===== src/rtl/cm0ds_pc_trace.sv =====
// Program-flow trace FIFO for Cortex-M0 DesignStart visibility signals.
// Define CM0DS_PC_TRACE_TS_EN to build the delta-timestamp counter.
module cm0ds_pc_trace #(
    parameter int DEPTH = 16,
    parameter int PC_W  = 31,
    parameter int TS_W  = 16
) (
    input  logic                       HCLK,
    input  logic                       HRESET,
    input  logic [PC_W-1:0]            VIS_PC,
    input  logic [5:0]                 VIS_IPSR,
    input  logic                       LOCKUP,
    input  logic                       ENABLE,
    input  logic                       CLEAR,
    output logic                       RD_VALID,
    input  logic                       RD_READY,
    output logic [TS_W+6+PC_W-1:0]     RD_DATA,
    output logic [$clog2(DEPTH):0]     LEVEL,
    output logic                       OVERFLOW,
    output logic [7:0]                 DROPS,
    output logic                       FROZEN
);

    localparam int AW = $clog2(DEPTH);
    localparam int LW = AW + 1;
    localparam int DW = TS_W + 6 + PC_W;

    typedef enum logic [1:0] {IDLE, PRIME, RUN, HALT} state_t;

    state_t          state_q, state_d;
    logic [PC_W-1:0] pc_q, pc_d;
    logic [5:0]      ipsr_q, ipsr_d;
    logic [LW-1:0]   level_q, level_d;
    logic [AW-1:0]   wr_ptr_q, wr_ptr_d;
    logic [AW-1:0]   rd_ptr_q, rd_ptr_d;
    logic            ovf_q, ovf_d;
    logic [7:0]      drops_q, drops_d;
    logic [DW-1:0]   mem_q [DEPTH];

    logic [PC_W-1:0] pc_step;
    logic            seq_step;
    logic            changed;
    logic            evt;
    logic            pop;
    logic            full;
    logic            push_ok;
    logic            drop;
    logic            we;
    logic [TS_W-1:0] ts_field;
    logic [DW-1:0]   wdata;

    // Steps of one or two halfwords are ordinary 16/32-bit fetches.
    always_comb begin
        pc_step  = VIS_PC - pc_q;
        seq_step = (pc_step == '0)
                || (pc_step == PC_W'(1))
                || (pc_step == PC_W'(2));
        changed  = (VIS_IPSR != ipsr_q) || !seq_step;
    end

    always_comb begin
        state_d = state_q;
        evt     = 1'b0;
        pc_d    = pc_q;
        ipsr_d  = ipsr_q;
        unique case (state_q)
            IDLE: begin
                if (ENABLE) state_d = PRIME;
            end
            PRIME: begin
                if (!ENABLE) begin
                    state_d = IDLE;
                end else begin
                    evt     = 1'b1;
                    state_d = RUN;
                end
            end
            RUN: begin
                if (!ENABLE) begin
                    state_d = IDLE;
                end else if (LOCKUP) begin
                    evt     = 1'b1;
                    state_d = HALT;
                end else begin
                    evt = changed;
                end
            end
            HALT: begin
                if (CLEAR) state_d = ENABLE ? PRIME : IDLE;
            end
        endcase
        if (state_q == PRIME || state_q == RUN) begin
            pc_d   = VIS_PC;
            ipsr_d = VIS_IPSR;
        end
    end

`ifdef CM0DS_PC_TRACE_TS_EN
    logic [TS_W-1:0] ts_q, ts_d;

    always_comb begin
        ts_field = (state_q == PRIME) ? '0 : ts_q;
        ts_d     = ts_q;
        if (evt) begin
            ts_d = TS_W'(1);
        end else if (state_q == RUN && ts_q != '1) begin
            ts_d = ts_q + TS_W'(1);
        end
        if (CLEAR) ts_d = '0;
    end

    always_ff @(posedge HCLK or posedge HRESET) begin
        if (HRESET) ts_q <= '0;
        else        ts_q <= ts_d;
    end
`else
    always_comb ts_field = '0;
`endif

    // A full FIFO still takes a push when the head leaves in the same cycle.
    always_comb begin
        pop      = (level_q != '0) && RD_READY;
        full     = (level_q == LW'(DEPTH));
        push_ok  = evt && (!full || pop);
        drop     = evt && !push_ok;
        we       = push_ok && !CLEAR;
        wdata    = {ts_field, VIS_IPSR, VIS_PC};
        level_d  = level_q;
        wr_ptr_d = wr_ptr_q;
        rd_ptr_d = rd_ptr_q;
        ovf_d    = ovf_q;
        drops_d  = drops_q;
        if (CLEAR) begin
            level_d  = '0;
            wr_ptr_d = '0;
            rd_ptr_d = '0;
            ovf_d    = 1'b0;
            drops_d  = '0;
        end else begin
            if (push_ok) wr_ptr_d = wr_ptr_q + AW'(1);
            if (pop)     rd_ptr_d = rd_ptr_q + AW'(1);
            level_d = level_q + LW'(push_ok) - LW'(pop);
            if (drop) begin
                ovf_d = 1'b1;
                if (drops_q != 8'hFF) drops_d = drops_q + 8'd1;
            end
        end
    end

    always_ff @(posedge HCLK or posedge HRESET) begin
        if (HRESET) begin
            state_q  <= IDLE;
            pc_q     <= '0;
            ipsr_q   <= '0;
            level_q  <= '0;
            wr_ptr_q <= '0;
            rd_ptr_q <= '0;
            ovf_q    <= 1'b0;
            drops_q  <= '0;
        end else begin
            state_q  <= state_d;
            pc_q     <= pc_d;
            ipsr_q   <= ipsr_d;
            level_q  <= level_d;
            wr_ptr_q <= wr_ptr_d;
            rd_ptr_q <= rd_ptr_d;
            ovf_q    <= ovf_d;
            drops_q  <= drops_d;
        end
    end

    always_ff @(posedge HCLK) begin
        if (we) mem_q[wr_ptr_q] <= wdata;
    end

    always_comb begin
        RD_VALID = (level_q != '0);
        RD_DATA  = RD_VALID ? mem_q[rd_ptr_q] : '0;
        LEVEL    = level_q;
        OVERFLOW = ovf_q;
        DROPS    = drops_q;
        FROZEN   = (state_q == HALT);
    end

endmodule


===== config.mk =====
export PLATFORM = sky130hd
export DESIGN_NAME = cm0ds_pc_trace
export DESIGN_NICKNAME = d
export VERILOG_FILES = /design/src/rtl/cm0ds_pc_trace.sv
export SDC_FILE = /design/constraint.sdc
export NUM_CORES = 1
export LEC_CHECK = 0
export CAP_MARGIN = 10
export CORE_ASPECT_RATIO = 1.1
export CORE_MARGIN = 3
export CORE_UTILIZATION = 63
export CTS_BUF_LIST = sky130_fd_sc_hd__clkbuf_8
export CTS_CLUSTER_DIAMETER = 60
export DETAILED_ROUTE_END_ITERATION = 7
export PLACE_DENSITY = 0.83
export RECOVER_POWER = 100
export SLEW_MARGIN = 40
export SYNTH_ARGS = -nofsm -noshare
export SYNTH_HDL_FRONTEND = slang
export SYNTH_SLANG_ARGS = --single-unit
export TNS_END_PERCENT = 10

===== constraint.sdc =====
create_clock -name HCLK -period 9.4 [get_ports HCLK]
set_input_delay 2.35 -clock HCLK [delete_from_list [all_inputs] [get_ports HCLK]]
set_output_delay 2.35 -clock HCLK [all_outputs]
set_load 0.01 [all_outputs]

==> results of run 1 <==
## kinds of logic after synthesis
group,count (synthesis),synth area share
adder cells (fa/ha/maj),47,0.0216
flip-flops,653,0.691
AO/OA/AOI/OAI,200,0.0476
buffers and inverters,142,0.0226
AND/OR/NAND/NOR,296,0.0559
multiplexers,201,0.155
other,1,0.000134
XOR/XNOR,20,0.00627
## sequential cells by signal, indices dropped and copies added (netlist names)
signal    count
rd_ptr_q      4
wr_ptr_q      4
ipsr_q        6
DROPS         8
state_q       2
mem_q       592
pc_q         31
LEVEL         5
OVERFLOW      1
## metrics by stage
stage	total power, W	area [µm²]	utilization
2_1_floorplan	0.00528	28000	-
3_3_place_gp	0.00604	29600	0.678
3_5_place_dp	0.00610	29600	0.679
4_1_cts	0.00844	31600	0.725
5_1_grt	0.00879	31500	0.723
6_report	0.00837	31500	0.723
## how the worst min path moves through the flow
stage                           to  slack [ns]  cells past startpoint
after floorplan            pc_q[0]        0.48                      1
final                     OVERFLOW        0.50                      1
after global placement    OVERFLOW        0.48                      1
after detailed placement  OVERFLOW        0.49                      1
after CTS                 OVERFLOW        0.51                      1
after global routing      OVERFLOW        0.53                      1
## cell type report
cell class,instances,area (µm²)
fillers,2610,12100
repair buffers,137,1240
clock inverters,73,528
well taps,574,718
inverters,51,191
clock buffers,107,1470
multi-input cells,780,8080
flip-flops and latches,653,19300
## routing by layer
layer  vias up  GRT usage  wire length (µm)
met2       716      0.452             31700
met3        93     0.0416              5270
li1       6606          -                 -
met5         -          0                 0
met1      7944      0.411             24900
met4         0     0.0861              1300
## cell usage in the layout, fill, tap and decap left out, drive strengths merged, types with 7 or more instances in the layout
master / n
mux2: 11
dfrtp: 61
buf: 20
inv: 81
nor2: 44
clkbuf: 130
nand2: 85
nand4: 14
and2: 42
ha: 45
and3: 19
o21ai: 57
or2: 10
or4: 7
edfxtp: 592
clkdlybuf4s50: 33
nor3: 15
mux4: 185
a21oi: 55
a21o: 8
dlygate4sd3: 61
o211ai: 8
nand3: 18
xor2: 15
nor4: 9
bufinv: 8
or3: 10
conb: 16
clkinv: 31
## power by group through the flow
stage	Combinational, W	Clock (W)	Sequential, W
2_1_floorplan	0.00188	0	0.00340
3_3_place_gp	0.00257	0	0.00347
5_1_grt	0.00287	0.00250	0.00342
6_report	0.00263	0.00233	0.00341
4_1_cts	0.00266	0.00237	0.00341
3_5_place_dp	0.00264	0	0.00347
==> run_results.csv, run 1 <==
group,metric,value,unit
run_status,status,"finished with violations",
run_status,violations,"capacitance limit, slew limit",
drt,drt_iter0_markers,1654,
setup_path,arrival,8.97,ns
clocking,ctsHoldBuffers,0,
setup_path,slowest_delay,0.91,ns
sta,clock-skew-final,0.0253,ns
flow_run,maxCapViolCount,8,
cells_and_area,instances_no_fill,2375,
drt,drtPass1Iterations,5,
power_and_ir_drop,power.share.clock,0.279,
setup_path,crit_required,9.76,ns
clocking,cts_setup_buffers,0,
sta,relSlewSlack,-1.38,
global_routing,grt_overflow,0,
floorplanning,row_count,80,
sta,worst_slew_pin_slew,3.57,ns
setup_path,crit_buf_inv,4,
logic_synthesis,async_flop_share,0.0934,
clocking,cts_resized,0,
setup_path,worstReg2RegEnd,"mem_q[0][21]",
floorplanning,fp.dieH,227,µm
logic_synthesis,yosysSeqAreaShare,0.691,
drt,drcViolationCount,0,
logic_synthesis,synth_cell_types,78,
setup_path,r2r_start,"pc_q[8]",
placement,dp.cells,2194,
floorplanning,die_w,207,µm
sta,setup_slack,0.797,ns
logic_synthesis,synth.cell_area,0.0279,mm²
clocking,cts_buffer_depth,3,
cells_and_area,syn_to_final_growth,12.9,%
power_and_ir_drop,p_sw,0.00260,W
sta,fmax,116,MHz
placement,portBuffers,95,
sta,rsz0062_at_grt,"no",
logic_synthesis,ys_top_cells_by_area,"edfxtp_1 64%, mux4_2 15%, dfrtp_1 5.5%",
cells_and_area,drive_above_1_share,0.217,
setup_path,path_class,"in2reg",
cells_and_area,diodes,0,
power_and_ir_drop,switching_share,0.310,
clocking,cts_sinks,653,
global_routing,grt_pass1_wl,96.2,mm
sta,final.period_utilization,0.915,
setup_path,cp_num_cells,15,
hold_path,min_path_type,"reg2reg",
power_and_ir_drop,p_leak,10.5,nW
global_routing,antenna_found_initial,0,
clocking,clockRootBuffer,"clkbuf_8",
sta,worst_hold_slack,0.495,ns
power_and_ir_drop,power_frac_comb,0.314,
logic_synthesis,synth_cells,1560,
setup_path,startpoint,"VIS_PC[17]",
logic_synthesis,synth.most_common_cell,"edfxtp_1",
drt,vias,15400,
logic_synthesis,ys_warn_count,0,
clocking,ctsHtreeMaxLevel,3,
hold_path,hp-start,"OVERFLOW",
floorplanning,dieArea,0.0469,mm²
sta,hold_viol_final,0,
logic_synthesis,synth_common_cells,"592 x edfxtp_1, 185 x mux4_2, 84 x nand2_1, 61 x dfrtp_1, 54 x clkbuf_1",
floorplanning,start_util,0.640,
drt,finalWirelength,63.2,mm
floorplanning,core,0.0436,mm²
drt,wl_per_cell,26.6,µm
logic_synthesis,synthFlopType,"edfxtp_1",
setup_path,cpLargestDelayFamily,"simple AND/OR/NAND/NOR gates",
sta,slew_violations,223,
sta,timing.final.crit_period,8.60,ns
logic_synthesis,synth.top_cell.area_share,0.636,
setup_path,cp_max_fo,21,
sta,fin_tns_setup,0,ns
placement,dpl_worst_slack,0.828,ns
placement,hpwl,36.6,mm
setup_path,worstPathCellList,"dlygate4sd3_1, clkbuf_1, ha_1, a21oi_1, o21ai_1, nor3b_1, o221ai_1, or4_1, or4_1, or4b_1, nor4_4, buf_4, nor2_1, and2_0, buf_4",
power_and_ir_drop,powerDensity,265,mW/mm²
logic_synthesis,synth_edf_count,592,
clocking,clk_pin_slew_worst_paths,0.06,ns
drt,antenna_left,0,
floorplanning,io_pins,112,
clocking,numCtsBuffers,96,
global_routing,grt_pass1_vias,15900,
setup_path,startpoint_type,"input port",
setup_path,crit_slowest_cell,"and2_0",
global_routing,grt_max_degree,88,
cells_and_area,nets,1809,
power_and_ir_drop,p_int,0.00578,W
power_and_ir_drop,seqPwrFrac,0.407,
sta,finalSetupViolCount,0,
global_routing,track_usage,0.281,
drt,vias_per_cell,6.47,
clocking,cts_tree,"built",
setup_path,worstSetupEndpoint,"mem_q[15][20]",
logic_synthesis,syn_avg_cell_area,17.9,µm²
setup_path,ff2ff_setup_slack,3.22,ns
setup_path,r2r_cells,13,
placement,gp_congestion,0.949,
clocking,clk_latency,0.69,ns
logic_synthesis,synth-seq-cells,653,
setup_path,endpoint_kind,"flop",
logic_synthesis,synth_top_area_cell,"edfxtp_1",
power_and_ir_drop,vdd_drop_max,0.325,mV
Note: power is estimated with default switching activity, not from simulation.
==> inputs of run 2 (changes only) <==
--- a/config.mk
+++ b/config.mk
@@ -8,11 +8,11 @@
 export CAP_MARGIN = 10
 export CORE_ASPECT_RATIO = 1.1
 export CORE_MARGIN = 3
-export CORE_UTILIZATION = 63
+export CORE_UTILIZATION = 57
 export CTS_BUF_LIST = sky130_fd_sc_hd__clkbuf_8
 export CTS_CLUSTER_DIAMETER = 60
 export DETAILED_ROUTE_END_ITERATION = 7
-export PLACE_DENSITY = 0.83
+export PLACE_DENSITY = 0.79
 export RECOVER_POWER = 100
 export SLEW_MARGIN = 40
 export SYNTH_ARGS = -nofsm -noshare
==> constraint.sdc (replaced) <==
create_clock -name HCLK -period 7.26 [get_ports HCLK]
set_input_delay 1.815 -clock HCLK [delete_from_list [all_inputs] [get_ports HCLK]]
set_output_delay 1.815 -clock HCLK [all_outputs]
set_load 0.01 [all_outputs]
==> run 2 against run 1 <==
  * The flow still finishes with violations (capacitance limit, slew limit)
  * Non-clock buffer count rose by 93
  * First-iteration DRC count up 7.7%
  * Clock power grew 18%
  * Clock-buffer cell count down 7
==> run_results.csv, run 2 (synthesized netlist as in run 1, its figures left out) <==
group,metric,value,unit
clocking,clk_pin_slew_worst_paths,0.06,ns
clocking,cts_tree,"built",
power_and_ir_drop,powerDensity,337,mW/mm²
sta,clock-skew-final,0.0327,ns
floorplanning,row_count,84,
clocking,cts_setup_buffers,0,
global_routing,grt_overflow,0,
clocking,ctsHoldBuffers,0,
cells_and_area,drive_above_1_share,0.239,
floorplanning,start_util,0.581,
power_and_ir_drop,vdd_drop_max,0.214,mV
setup_path,arrival,7.26,ns
drt,wl_per_cell,26.0,µm
clocking,cts_sinks,653,
sta,fmax,146,MHz
placement,dpl_worst_slack,-0.0866,ns
power_and_ir_drop,p_leak,10.8,nW
sta,final.period_utilization,0.943,
floorplanning,io_pins,112,
cells_and_area,utilization,0.667,
cells_and_area,multi_input_area,0.00808,mm²
drt,vias,15700,
global_routing,grt_pass1_vias,16300,
placement,portBuffers,95,
cells_and_area,largest-register,"mem_q",
drt,drcViolationCount,0,
setup_path,endpoint_kind,"flop",
drt,drtPass1Iterations,5,
floorplanning,core,0.0481,mm²
global_routing,track_usage,0.262,
setup_path,path_class,"in2reg",
floorplanning,dieArea,0.0517,mm²
clocking,numCtsBuffers,96,
run_status,status,"finished with violations",
drt,drt_iter0_markers,1781,
setup_path,cp_max_fo,20,
sta,fin_tns_setup,0,ns
sta,worst_hold_slack,0.503,ns
cells_and_area,ff_latch_area,0.0193,mm²
floorplanning,fp.dieH,238,µm
hold_path,min_path_type,"reg2reg",
cells_and_area,largest_register_ffs,592,
clocking,cts_buffer_depth,3,
global_routing,antenna_found_initial,2,
sta,setup_slack,0.414,ns
floorplanning,die_w,217,µm
cells_and_area,layout_common_cells,"592 x edfxtp_1, 185 x mux4_2, 100 x clkbuf_8",
global_routing,grt_max_degree,83,
sta,finalSetupViolCount,0,
sta,slew_violations,186,
cells_and_area,final_common_cell,"edfxtp_1",
run_status,violations,"capacitance limit, slew limit",
clocking,clockRootBuffer,"clkbuf_8",
cells_and_area,nets,1902,
sta,rsz0062_at_grt,"no",
cells_and_area,fill_cells,3216,
sta,relSlewSlack,-1.42,
flow_run,maxCapViolCount,4,
setup_path,crit_required,7.67,ns
sta,timing.final.crit_period,6.85,ns
global_routing,grt_pass1_wl,101,mm
cells_and_area,syn_to_final_growth,14.8,%
clocking,clk_latency,0.69,ns
clocking,ctsHtreeMaxLevel,3,
drt,vias_per_cell,6.20,
sta,hold_viol_final,0,
drt,antenna_left,0,
placement,gp_congestion,0.941,
drt,finalWirelength,65.9,mm
sta,worst_slew_pin_slew,3.63,ns
clocking,cts_resized,0,
placement,hpwl,39.5,mm
setup_path,startpoint_type,"input port",
[run 2: cell count changes in the layout (fill, tap and decap cells not counted), moves of 8 or more]
cell	before	now
clkbuf_1	18	39
clkbuf_2	5	18
clkdlybuf4s50_1	33	14
buf_4	15	60
and2_0	31	1
buf_12	4	12
and2_1	11	41
dlygate4sd3_1	61	80
[run 2: final timing paths]
path | end | slack [ns] | startpoint | cells past startpoint
min in group asynchronous | state_q[0] | 2.97 | HRESET | 3
max reg2reg | mem_q[15][36] | 1.88 | pc_q[0] | 15
min reg2reg | OVERFLOW | 0.50 | OVERFLOW | 1
max | mem_q[15][36] | 0.41 | VIS_PC[16] | 17
max in group asynchronous | rd_ptr_q[0] | 1.73 | HRESET | 3
min | OVERFLOW | 0.50 | OVERFLOW | 1
[run 2: layer usage]
| layer | track usage | share of wire | vias up |
|---|---|---|---|
| met5 | 0 | 0 | - |
| met4 | 0.0884 | 0.028 | 0 |
| met3 | 0.0430 | 0.078 | 109 |
| met2 | 0.416 | 0.49 | 707 |
| met1 | 0.380 | 0.40 | 8100 |
| li1 | - | - | 6809 |
[run 2: cell type report]
| class | instances | area share |
|---|---|---|
| clock inverters | 74 | 0.0125 |
| clock buffers | 100 | 0.0429 |
| diodes | 2 | 0.000156 |
| inverters | 51 | 0.00597 |
| multi-input cells | 780 | 0.252 |
| flip-flops and latches | 653 | 0.602 |
| repair buffers | 230 | 0.0597 |
| well taps | 645 | 0.0251 |
[run 2: worst max-delay path, stage by stage]
cell and delay (ns):
clkdlybuf4s50_1 0.45, clkbuf_1 0.56, ha_1 0.42, nand2_1 0.11, o21ai_1 0.09, nor3b_1 0.21
buf_4 0.16, o221ai_1 0.12, or4_1 0.41, or4_1 0.51, or4b_4 0.57, nor4_4 0.32
clkbuf_4 0.21, buf_4 0.23, nor2_1 0.10, and2_0 0.56, buf_12 0.39
[run 2: per-stage QoR]
step	instance area, µm²	cells	power [W]
after global routing	32100	2535	0.0114
after detailed placement	30600	2359	0.00820
after floorplan	28000	1575	0.00684
after global placement	30500	2356	0.00810
after CTS	32400	2533	0.0109
final	32100	2535	0.0108
[run 2: power by group]
part / leakage (nW) / switching [W] / internal [W]
sequential: 6.09 / 0.0000976 / 0.00427
combinational: 3.72 / 0.00194 / 0.00176
clock: 1.02 / 0.00135 / 0.00139
